==> src/rtl/mips_boot_pkg.sv <==
// Shared types and constants for the MIPS boot loader.
// BOOT_CHECKSUM_EN adds the CKSUM state to the FSM encoding.
package mips_boot_pkg;

    typedef enum logic [2:0] {
        ST_IDLE,
        ST_ADDR,
        ST_LEN,
        ST_PAYLOAD,
`ifdef BOOT_CHECKSUM_EN
        ST_CKSUM,
`endif
        ST_DONE,
        ST_ERR
    } state_e;

    localparam logic [7:0] CMD_LOAD_IMEM = 8'h01;
    localparam logic [7:0] CMD_LOAD_DMEM = 8'h02;
    localparam logic [7:0] CMD_GO        = 8'hFF;

    localparam logic [1:0] ERR_NONE    = 2'd0;
    localparam logic [1:0] ERR_BAD_CMD = 2'd1;
    localparam logic [1:0] ERR_RANGE   = 2'd2;
    localparam logic [1:0] ERR_CKSUM   = 2'd3;

    function automatic logic is_load(input logic [7:0] cmd);
        return (cmd == CMD_LOAD_IMEM) || (cmd == CMD_LOAD_DMEM);
    endfunction

endpackage

==> src/rtl/mips_boot_cksum.sv <==
// Modulo-256 frame checksum accumulator; only built when BOOT_CHECKSUM_EN is defined.
// zero_o reports whether the running sum plus the byte on data_i wraps to zero.
module mips_boot_cksum (
    input  logic       clk,
    input  logic       rst,
    input  logic       clr_i,
    input  logic       acc_i,
    input  logic [7:0] data_i,
    output logic       zero_o
);

    logic [7:0] sum_q;
    logic [7:0] sum_d;

    assign sum_d  = sum_q + data_i;
    assign zero_o = (sum_d == 8'h00);

    // NOTE: sequential state is assigned with <= only, so every flop samples pre-edge values.
    always_ff @(posedge clk or posedge rst) begin
        if (rst) begin
            sum_q <= 8'h00;
        end else if (clr_i) begin
            sum_q <= acc_i ? data_i : 8'h00;
        end else if (acc_i) begin
            sum_q <= sum_d;
        end
    end

endmodule

==> src/rtl/mips_boot_loader.sv <==
// Byte-stream boot loader: parses load/go frames, writes target memories, releases the core.
// Define BOOT_CHECKSUM_EN to require a trailing zero-sum checksum byte on every load frame.
module mips_boot_loader #(
    parameter int ADDR_W = 8,
    parameter int LEN_W  = 16
) (
    input  logic              clk,
    input  logic              rst,
    input  logic              rx_valid,
    input  logic [7:0]        rx_data,
    output logic              rx_ready,
    output logic              mem_we,
    output logic              mem_sel,
    output logic [ADDR_W-1:0] mem_addr,
    output logic [7:0]        mem_wdata,
    output logic              cpu_hold,
    output logic              boot_done,
    output logic              boot_err,
    output logic [1:0]        err_code
);
    import mips_boot_pkg::*;

    localparam int ADDR_BYTES = ADDR_W / 8;
    localparam int LEN_BYTES  = LEN_W / 8;
    localparam int CNT_W      = 8;
    localparam int SUM_W      = ADDR_W + LEN_W + 1;

`ifdef BOOT_CHECKSUM_EN
    localparam state_e ST_FRAME_END = ST_CKSUM;
`else
    localparam state_e ST_FRAME_END = ST_IDLE;
`endif

    state_e            state_q;
    logic [CNT_W-1:0]  cnt_q;
    logic              sel_q;
    logic [ADDR_W-1:0] addr_q;
    logic [LEN_W-1:0]  len_q;
    logic              rx_ready_q;
    logic              mem_we_q;
    logic              mem_sel_q;
    logic [ADDR_W-1:0] mem_addr_q;
    logic [7:0]        mem_wdata_q;
    logic              cpu_hold_q;
    logic              boot_done_q;
    logic              boot_err_q;
    logic [1:0]        err_code_q;

    logic              accept;
    logic [ADDR_W-1:0] addr_d;
    logic [LEN_W-1:0]  len_d;
    logic [SUM_W-1:0]  end_addr;
    logic              over_range;

    assign accept = rx_valid && rx_ready_q;

    // Address and length fields arrive big-endian: shift each new byte in at the bottom.
    assign addr_d     = ADDR_W'({addr_q, rx_data});
    assign len_d      = LEN_W'({len_q, rx_data});
    assign end_addr   = SUM_W'(addr_q) + SUM_W'(len_d);
    assign over_range = end_addr > (SUM_W'(1) << ADDR_W);

`ifdef BOOT_CHECKSUM_EN
    logic ck_zero;

    mips_boot_cksum u_cksum (
        .clk    (clk),
        .rst    (rst),
        .clr_i  (accept && (state_q == ST_IDLE)),
        .acc_i  (accept),
        .data_i (rx_data),
        .zero_o (ck_zero)
    );
`endif

    always_ff @(posedge clk or posedge rst) begin
        if (rst) begin
            state_q     <= ST_IDLE;
            cnt_q       <= '0;
            sel_q       <= 1'b0;
            addr_q      <= '0;
            len_q       <= '0;
            rx_ready_q  <= 1'b0;
            mem_we_q    <= 1'b0;
            mem_sel_q   <= 1'b0;
            mem_addr_q  <= '0;
            mem_wdata_q <= 8'h00;
            cpu_hold_q  <= 1'b1;
            boot_done_q <= 1'b0;
            boot_err_q  <= 1'b0;
            err_code_q  <= ERR_NONE;
        end else begin
            // NOTE: defaults first; later assignments in this block override them, so the
            // write strobe is a one-cycle pulse and rx_ready drops on entry to DONE/ERR.
            mem_we_q   <= 1'b0;
            rx_ready_q <= (state_q != ST_DONE) && (state_q != ST_ERR);
            if (accept) begin
                unique case (state_q)
                    ST_IDLE: begin
                        cnt_q <= '0;
                        if (is_load(rx_data)) begin
                            sel_q   <= rx_data[1];
                            state_q <= ST_ADDR;
                        end else if (rx_data == CMD_GO) begin
                            state_q     <= ST_DONE;
                            rx_ready_q  <= 1'b0;
                            cpu_hold_q  <= 1'b0;
                            boot_done_q <= 1'b1;
                        end else begin
                            state_q    <= ST_ERR;
                            rx_ready_q <= 1'b0;
                            boot_err_q <= 1'b1;
                            err_code_q <= ERR_BAD_CMD;
                        end
                    end
                    ST_ADDR: begin
                        addr_q <= addr_d;
                        if (cnt_q == CNT_W'(ADDR_BYTES - 1)) begin
                            cnt_q   <= '0;
                            state_q <= ST_LEN;
                        end else begin
                            cnt_q <= cnt_q + CNT_W'(1);
                        end
                    end
                    ST_LEN: begin
                        len_q <= len_d;
                        if (cnt_q == CNT_W'(LEN_BYTES - 1)) begin
                            cnt_q <= '0;
                            if (over_range) begin
                                state_q    <= ST_ERR;
                                rx_ready_q <= 1'b0;
                                boot_err_q <= 1'b1;
                                err_code_q <= ERR_RANGE;
                            end else if (len_d == '0) begin
                                state_q <= ST_FRAME_END;
                            end else begin
                                state_q <= ST_PAYLOAD;
                            end
                        end else begin
                            cnt_q <= cnt_q + CNT_W'(1);
                        end
                    end
                    ST_PAYLOAD: begin
                        mem_we_q    <= 1'b1;
                        mem_sel_q   <= sel_q;
                        mem_addr_q  <= addr_q;
                        mem_wdata_q <= rx_data;
                        addr_q      <= addr_q + ADDR_W'(1);
                        len_q       <= len_q - LEN_W'(1);
                        if (len_q == LEN_W'(1)) begin
                            state_q <= ST_FRAME_END;
                        end
                    end
`ifdef BOOT_CHECKSUM_EN
                    ST_CKSUM: begin
                        if (ck_zero) begin
                            state_q <= ST_IDLE;
                        end else begin
                            state_q    <= ST_ERR;
                            rx_ready_q <= 1'b0;
                            boot_err_q <= 1'b1;
                            err_code_q <= ERR_CKSUM;
                        end
                    end
`endif
                    default: ;
                endcase
            end
        end
    end

    assign rx_ready  = rx_ready_q;
    assign mem_we    = mem_we_q;
    assign mem_sel   = mem_sel_q;
    assign mem_addr  = mem_addr_q;
    assign mem_wdata = mem_wdata_q;
    assign cpu_hold  = cpu_hold_q;
    assign boot_done = boot_done_q;
    assign boot_err  = boot_err_q;
    assign err_code  = err_code_q;

endmodule

==> config.mk <==
export PLATFORM = sky130hd
export DESIGN_NAME = mips_boot_loader
export DESIGN_NICKNAME = d
export VERILOG_FILES = /design/src/rtl/mips_boot_pkg.sv /design/src/rtl/mips_boot_cksum.sv /design/src/rtl/mips_boot_loader.sv
export SDC_FILE = /design/constraint.sdc
export NUM_CORES = 1
export LEC_CHECK = 0
export CELL_PAD_IN_SITES_DETAIL_PLACEMENT = 0
export CELL_PAD_IN_SITES_GLOBAL_PLACEMENT = 1
export CORE_ASPECT_RATIO = 1.5
export CORE_MARGIN = 1.5
export CORE_UTILIZATION = 39
export CTS_CLUSTER_DIAMETER = 120
export DETAILED_ROUTE_END_ITERATION = 12
export PLACE_DENSITY_LB_ADDON = 0.05
export SYNTH_ARGS = -nofsm -noshare
export SYNTH_HDL_FRONTEND = slang
export SYNTH_SLANG_ARGS = --single-unit
==> constraint.sdc <==
create_clock -name clk -period 2.9 [get_ports clk]
set_input_delay 0.58 -clock clk [delete_from_list [all_inputs] [get_ports clk]]
set_output_delay 0.58 -clock clk [all_outputs]
set_load 0.05 [all_outputs]
Word level (Yosys, flattened, before mapping)
Cells that the tools add are included.

Bits in registers: 60. Input bits: 11. Output and inout port bits: 24.

Add/sub/neg operators: 4. $lt $le $gt $ge: 1. Equal/unequal tests: 16. Muxes and demuxes: 30. Bitwise gates (word level): 1. Reduce and logical (&&, ||, !) cells: 19.

Operators with widths (number): $pmux W16 S2 (1); $pmux W8 S3 (1); $add A8 B16 Y17 (1); $gt A17 B9 Y1 const B (1); $add A8 B1 Y8 const B (2); $eq A16 B1 Y1 const B (1); $eq A8 B1 Y1 const B (2); $logic_not A16 Y1 (1); $mux W8 (2); $pmux W8 S2 (1); $sub A16 B1 Y16 const B (1); $mux W3 (5); $ne A2 B2 Y1 const B (6); $pmux W3 S4 (1); $mux W1 (11); $mux W2 (5); $eq A8 B2 Y1 const B (1); $eq A8 B8 Y1 const B (1); $logic_not A8 Y1 (1); $reduce_and A2 Y1 (4); $eq A3 B2 Y1 const B (2); $ne A3 B3 Y1 const B (2); $reduce_and A6 Y1 (1); $reduce_bool A2 Y1 (3); 12 further kinds (14).

Depth between registers and ports, before layout
Gate-level depths: netlist (run 1).

Depth after elaboration: 6. Depth in mapped cells: 9.

Worst setup path before layout (run 1)
No wires, ideal clock.

Path kind: input to register. Start point: input rx_data[0]. End point: register boot_err_q, in the netlist boot_err. Data arrival time: 2.705 ns. Data required time: 2.776 ns. Slack: 0.071 ns. Stages: 9. Buffers on the path: 0. Path through: ha_1 > fa_1 > a211o_1 > a21o_1 > a21oi_2 > xnor2_1 > o41ai_2 > nand3_2 > a211o_1.

Word-level cells in the longest chain between the ends: 4.

Ends and longest elaborated chain: from (decl) (RTL line mips_boot_loader.sv:10) `input logic [7:0] rx_data,`; $add A8 B16 Y17, or another cell as far along (RTL line mips_boot_loader.sv:60) `assign end_addr = SUM_W'(addr_q) + SUM_W'(len_d);`; $gt A17 B9 Y1 / $logic_or A1 B1 Y1 (equally long branches) (RTL line mips_boot_loader.sv:61, mips_boot_pkg.sv:27); $ne A2 B2 Y1 (no source line); $reduce_and A6 Y1 (no source line) (*); to (signal assigned) (RTL line mips_boot_loader.sv:90) `boot_err_q <= 1'b0;`; to (signal assigned) (RTL line mips_boot_loader.sv:112) `boot_err_q <= 1'b1;`; to (signal assigned) (RTL line mips_boot_loader.sv:132) `boot_err_q <= 1'b1;`; to (decl) (RTL line mips_boot_loader.sv:46) `logic boot_err_q;`.

Mark *: on every way between the ends. The rest lies on a longest branch, timed or not. A chain may end at the register's enable or synchronous reset.

Worst setup path in the final report (run 1)
Start point: input rx_data[2]. End point: register err_code_q[1], in the netlist err_code[1].

Word-level cells in the longest chain between the ends: 4.

Ends and longest elaborated chain: $add A8 B16 Y17, or another cell as far along (RTL line mips_boot_loader.sv:60); $gt A17 B9 Y1 / $logic_or A1 B1 Y1 (equally long branches) (RTL line mips_boot_loader.sv:61, mips_boot_pkg.sv:27); $ne A2 B2 Y1 (no source line); $reduce_and A6 Y1 (no source line) (*); to (signal assigned) (RTL line mips_boot_loader.sv:91) `err_code_q <= ERR_NONE;`; to (signal assigned) (RTL line mips_boot_loader.sv:113) `err_code_q <= ERR_BAD_CMD;`; to (signal assigned) (RTL line mips_boot_loader.sv:133) `err_code_q <= ERR_RANGE;`; to (decl) (RTL line mips_boot_loader.sv:47) `logic [1:0] err_code_q;`.

Marked as above.

==> flow_summary_export.csv, run 1 <==
group,metric,value,unit
run_status,outcome,"complete, no violations",
min_path,holdCritPathClass,"flop to flop",
layout,nNetsFinal,525,
detailed_routing,first_pass_iters,5,
synth,ys_seq_area_share,39.85,%
setup_path,startpoint_type,"input port",
synth,yosys_most_used_dff,"dfrtp_1",
clocking,worst_skew_pair.late_latency,0.33,ns
timing,finalCriticalPeriod,2.802,ns
setup_path,crit_type,"input port to flop",
setup_path,path_cells,"clkdlybuf4s50_1 -> ha_4 -> a211o_1 -> a211oi_2 -> o211ai_1 -> xnor2_1 -> o41ai_4 -> a31o_2 -> o32ai_2",
clocking,numCtsBuffers,9,
timing,rsz0062_at_grt,"true",
setup_path,crit_buf_inv,1,
global_routing,overflow,0,
layout,drive_gt1_share,19.68,%
layout,syn_to_final_growth,29.46,%
power_and_ir_drop,p_leak,0.002128,uW
place,numPortBuffers,34,
timing,drv_slew,0,
timing,finalSetupViolations,0,
run,drv_cap,0,
synth,postSynthCellCount,431,
synth,ys_warn_count,0,
global_routing,gr-usage-all-layers,21.99,%
synth,syn-mean-instance-area,8.750,um^2
setup_path,crit_fanout,6,
setup_path,crit_start,"rx_data[2]",
detailed_routing,first_iter_violations,219,
synth,synth-seq-cells,60,
place,place_congestion,0.8362,
setup_path,worst_path_max_delay_cell,"clkdlybuf4s50_1",
timing,tightest_slew,0.7331,ns
floorplan,boundaryPins,35,
timing,min_period_over_period,96.61,%
floorplan,die_w,83.29,um
setup_path,cpPeakStageDelay,0.53,ns
global_routing,grt_antenna_before_repair,0,
setup_path,crit_required,3.13,ns
detailed_routing,wl_per_cell,17.25,um
global_routing,grt_pass1_vias,3555,
layout,num_antenna_cells,0,
timing,hold_viol,0,
layout,fill_cells,887,
detailed_routing,drc,0,
floorplan,start_util,40.52,%
floorplan,fp-row-count,43,
global_routing,grt_pass1_wl,17800,um
timing,clock.fmax,356.9,MHz
synth,ys_types,58,
clocking,holdBufCountCts,0,
global_routing,grt_max_degree,61,
setup_path,cp.arrival,3.04,ns
synth,synth_edf_count,0,
clocking,cts-htree-levels,3,
synth,synth-async-reset-ratio,100.0,%
place,post-dp-hpwl,7629,um
clocking,cts_root_buf,"clkbuf_16",
timing,finClkSkew,0.007876,ns
clocking,cts_num_sinks,60,
synth,netlist_area,3771,um^2
clocking,path_clk_slew,0.05,ns
floorplan,core_area,9308,um^2
timing,maxSlewHeadroom,50.68,%
clocking,clk_path_buf_depth,2,
setup_path,cp_top_family,"compound AO/OA/AOI/OAI gates",
floorplan,dieHeight,123.4,um
detailed_routing,postRouteAntennaNets,0,
setup_path,r2r-start,"addr_q[0]",
floorplan,dieArea,10280,um^2
setup_path,cp-end-kind,"flop",
detailed_routing,viasPerCell,5.691,
detailed_routing,drt-total-wl,10610,um
clocking,cts_tree,"done",
detailed_routing,via_count,3500,
layout,final_core_util,52.45,%
power_and_ir_drop,p_per_area,438.8,nW/um^2
power_and_ir_drop,vdd.ir_drop.worst,0.0003928,V
synth,synth_fp_nets,458,
timing,setup_tns,0,ns
min_path,hold_start,"boot_err",
[kinds of logic after synthesis]
kind of cell	synth area share, %
AO/OA/AOI/OAI	22.76
XOR/XNOR	2.090
adder cells (fa/ha/maj)	5.508
buffers and inverters	4.247
flip-flops	39.85
multiplexers	5.873
AND/OR/NAND/NOR	19.68
[metal layers]
metal	vias to the layer above	GRT usage, %	routed length [um]	part of all wire, %
met4	0	10.21	237	2.2
met1	1675	27.02	4608	43
met5	-	0	0	0
met3	16	3.071	422	4.0
met2	86	38.31	5338	50
li1	1723	-	-	-
[power by group]
part           total [uW]  switching, uW  internal, uW  leakage (uW)
Combinational         135           76.0          59.5       0.00118
Clock                1170            412           757      0.000156
Sequential            838          0.185           838      0.000788
[stage by stage]
step | setup WS (ns) | instance area, um^2 | cells | total power (uW) | hold WS, ns
3_5_place_dp | -0.6764 | 4457 | 596 | 980.8 | 0.4558
4_1_cts | 0.005906 | 4840 | 614 | 2167 | 0.4730
3_3_place_gp | -0.6269 | 4457 | 596 | 980.2 | 0.4560
5_1_grt | -0.02525 | 4882 | 615 | 2217 | 0.4973
2_1_floorplan | 0.07088 | 3771 | 431 | 915.2 | 0.4456
6_report | 0.09823 | 4882 | 615 | 2142 | 0.4727
[final cells by class]
cell class,count,area [um^2],area share [%]
Multi-Input combinational cell,336,2185,44.75
Sequential cell,60,1503,30.78
Timing Repair Buffer,77,678.2,13.89
Clock buffer,9,225.2,4.613
Tap cell,112,140.1,2.870
Clock inverter,7,98.84,2.025
Inverter,14,52.55,1.076
[state kept, by name, indices dropped and copies added (netlist names), 2 cells and up]
name,flops
mem_addr,8
mem_wdata,8
state_q,3
len_q,16
addr_q,8
err_code,2
cnt_q,8
[worst paths after layout]
path,end,slack (ns),cells after the start
max in group asynchronous,cpu_hold,1.94,3
min in group asynchronous,mem_wdata[1],0.64,3
worst max register to register,err_code[1],0.11,9
worst min register to register,boot_err,0.47,1
worst min-delay path,boot_err,0.47,1
worst max-delay path,err_code[1],0.1,9
[Yosys cell counts (all sizes together) (2+ instances only)]
| library cell | n | area share, % |
|---|---|---|
| nor3 | 13 | 1.7 |
| nand3 | 21 | 2.9 |
| a21oi | 37 | 5.0 |
| a22oi | 5 | 1.0 |
| dfrtp | 59 | 39 |
| mux2i | 3 | 0.80 |
| nand2b | 4 | 0.66 |
| and2 | 4 | 0.70 |
| o21a | 2 | 0.40 |
| nand4 | 6 | 1.0 |
| ha | 15 | 5.0 |
| o41ai | 3 | 0.90 |
| a21o | 6 | 1.2 |
| nor3b | 3 | 0.60 |
| o22ai | 6 | 1.0 |
| and3 | 4 | 0.70 |
| nor4 | 8 | 1.3 |
| o31ai | 7 | 1.8 |
| a211oi | 3 | 0.73 |
| nand3b | 2 | 0.40 |
| o2111ai | 2 | 0.46 |
| clkbuf | 19 | 2.4 |
| inv | 14 | 1.4 |
| mux2 | 17 | 5.1 |
| nand2 | 45 | 4.5 |
| o211ai | 6 | 1.2 |
| buf | 2 | 0.43 |
| nor2 | 44 | 4.4 |
| xor2 | 4 | 0.93 |
| xnor2 | 5 | 1.2 |
| a211o | 2 | 0.46 |
| o21ai | 41 | 5.5 |
| nor4b | 2 | 0.46 |
| a31oi | 3 | 0.50 |
[placed cells by master (no fill, tap or decap), types with 3 or more instances in the layout]
| master | n |
|---|---|
| buf_4 | 41 |
| and2_1 | 3 |
| clkbuf_16 | 9 |
| nand2_1 | 45 |
| a21oi_1 | 36 |
| o211ai_1 | 6 |
| nor3_1 | 13 |
| nand3_1 | 20 |
| mux2i_1 | 3 |
| mux2_2 | 17 |
| a31oi_1 | 3 |
| a21o_1 | 6 |
| nor2_1 | 44 |
| nor4_1 | 8 |
| nand2b_1 | 4 |
| and3_1 | 3 |
| o21ai_0 | 40 |
| inv_1 | 13 |
| dfrtp_1 | 59 |
| clkdlybuf4s50_1 | 30 |
| nand4_1 | 6 |
| o31ai_1 | 6 |
| xor2_1 | 4 |
| xnor2_1 | 5 |
| ha_1 | 11 |
| o22ai_1 | 5 |
| a22oi_1 | 5 |
[repair_timing]
item,CTS,global route
gates resized for setup,10,9
setup buffers,2,1
endpoints found under the setup margin,7,7
pin swaps,7,11
Note: power is estimated with default switching activity, not from simulation.
==> run 2: changes to the inputs <==
Clock period 2.9 ns to 3.03 ns, I/O delays scaled along.
==> flow_summary_export.csv, run 2 (synthesis results as in run 1) <==
group,metric,value,unit
run_status,outcome,"complete, no violations",
layout,num_antenna_cells,0,
clocking,cts-htree-levels,3,
power_and_ir_drop,sw_frac_of_total,23.18,%
detailed_routing,via_count,3526,
setup_path,crit_buf_inv,2,
clocking,worst_skew_pair.late_latency,0.33,ns
setup_path,path_cells,"clkdlybuf4s50_1 -> ha_2 -> a211o_1 -> a211oi_2 -> buf_4 -> o211ai_1 -> o211a_1 -> and3_2 -> a31o_2 -> o32ai_1",
timing,hold_viol,0,
floorplan,die_w,83.29,um
setup_path,crit_fanout,6,
floorplan,dieArea,10280,um^2
power_and_ir_drop,power.switching,452.2,uW
setup_path,ff2ff_path_depth,10,
setup_path,cp-end-kind,"flop",
global_routing,grt_pass1_wl,17580,um
detailed_routing,wl_per_cell,17.50,um
power_and_ir_drop,p_clk_share,52.4,%
layout,nNetsFinal,519,
timing,rsz0062_at_grt,"false",
layout,fill_cells,927,
layout,drive_gt1_share,18.31,%
clocking,cts_tree,"done",
timing,setup_ws,0.08547,ns
power_and_ir_drop,comb_power_share,6.5,%
setup_path,crit_type,"input port to flop",
place,numPortBuffers,34,
floorplan,start_util,40.52,%
setup_path,r2r_slack,0.22,ns
place,pre_cts_ws,-0.6041,ns
timing,finalSetupViolations,0,
floorplan,dieHeight,123.4,um
layout,layout_common_cells,"dfrtp_1, nand2_1, nor2_1",
setup_path,crit_required,3.26,ns
setup_path,r2r_end,"err_code[1]",
setup_path,cpPeakStageDelay,0.51,ns
clocking,path_clk_slew,0.06,ns
timing,finalCriticalPeriod,2.945,ns
timing,tightest_slew,0.7285,ns
clocking,clk_path_buf_depth,2,
timing,clock.fmax,339.6,MHz
clocking,numCtsBuffers,9,
layout,register_area,1503,um^2
timing,setup_tns,0,ns
timing,drv_slew,0,
layout,multi_input_area,2170,um^2
run,drv_cap,0,
setup_path,cp.arrival,3.17,ns
floorplan,fp-row-count,43,
setup_path,crit_start,"rx_data[2]",
detailed_routing,first_iter_violations,243,
layout,top_register,"len_q",
global_routing,overflow,0,
power_and_ir_drop,pwr-share-seq,41.1,%
global_routing,grt_antenna_before_repair,0,
timing,maxSlewHeadroom,50.99,%
power_and_ir_drop,p_leak,0.002078,uW
min_path,holdPathStages,1,
setup_path,r2r-start,"addr_q[0]",
power_and_ir_drop,power,1951,uW
setup_path,worst_path_max_delay_cell,"clkdlybuf4s50_1",
detailed_routing,postRouteAntennaNets,0,
power_and_ir_drop,vdd.ir_drop.worst,0.0003994,V
layout,largest_reg_flops,16,
detailed_routing,drt-total-wl,10660,um
layout,syn_to_final_growth,27.14,%
floorplan,core_area,9308,um^2
floorplan,boundaryPins,35,
detailed_routing,viasPerCell,5.790,
power_and_ir_drop,p_per_area,406.9,nW/um^2
layout,mostFrequentLayoutCell,"dfrtp_1",
setup_path,startpoint_type,"input port",
global_routing,grt_pass1_vias,3516,
global_routing,gr-usage-all-layers,21.59,%
clocking,cts_num_sinks,60,
detailed_routing,first_pass_iters,4,
clocking,cts_root_buf,"clkbuf_16",
place,place_congestion,0.8368,
detailed_routing,drc,0,
timing,min_period_over_period,97.18,%
power_and_ir_drop,intPower,1499,uW
min_path,hold_start,"boot_done",
place,post-dp-hpwl,7720,um
min_path,hold_end,"boot_done",
global_routing,grt_max_degree,34,
timing,finClkSkew,0.004769,ns
min_path,holdCritPathClass,"flop to flop",
setup_path,cp_top_family,"compound AO/OA/AOI/OAI gates",
[run 2: changes by cell type in the layout (fill, tap and decap cells not counted), sizes merged]
| cell | previous run | this run |
|---|---|---|
| dlymetal6s2s | 2 | 0 |
| bufinv | 2 | 1 |
| clkdlybuf4s50 | 30 | 33 |
| dlygate4sd2 | 1 | 0 |
| clkinvlp | 1 | 0 |
| buf | 43 | 37 |
| clkinv | 2 | 4 |
[run 2: per-stage QoR]
stage               utilization [%]  std cells  cell area, um^2  hold WS [ns]
floorplan                         -        431             3771        0.4456
global placement              47.48        591             4419        0.4577
detailed placement            47.48        591             4419        0.4552
CTS                           51.01        608             4748        0.4722
global route                  51.51        609             4795        0.4884
finish                        51.51        609             4795        0.4679
[run 2: power by group through the flow]
stage	logic, uW	clock network, uW	registers, uW
2_1_floorplan	59.5	0	816
3_3_place_gp	120	0	816
3_5_place_dp	121	0	816
4_1_cts	126	1050	802
5_1_grt	140	1090	802
6_report	127	1020	802
[run 2: how the worst max path moves through the flow]
stage | to | slack (ns) | cells after the start
after global routing | err_code[1] | 0.006 | 10
after CTS | err_code[1] | 0.004 | 9
final | err_code[1] | 0.09 | 10
after detailed placement | boot_err | -0.60 | 10
after floorplan | boot_err | 0.17 | 9
after global placement | boot_err | -0.52 | 10
[run 2: area by class of cell]
cell class,count,share of cell area (%)
timing repair buffer,71,13.13
multi-input combinational,336,45.25
inverter,14,1.096
clock inverter,7,1.566
clock buffer,9,4.697
sequential,60,31.34
tap,112,2.923
[run 2: repair_timing]
| item | 4_1_cts | 5_1_grt |
|---|---|---|
| gates resized for setup | 6 | 9 |
| pin swaps | 5 | 12 |
| hold buffers | 0 | 0 |
| endpoints found under the setup margin | 7 | 5 |
| buffers inserted | 1 | 1 |
[run 2: layer usage]
layer	wire length (um)	GRT usage (%)
met5	0	0
met2	5499	38.62
met4	131	7.187
met1	4677	26.64
met3	348	3.338
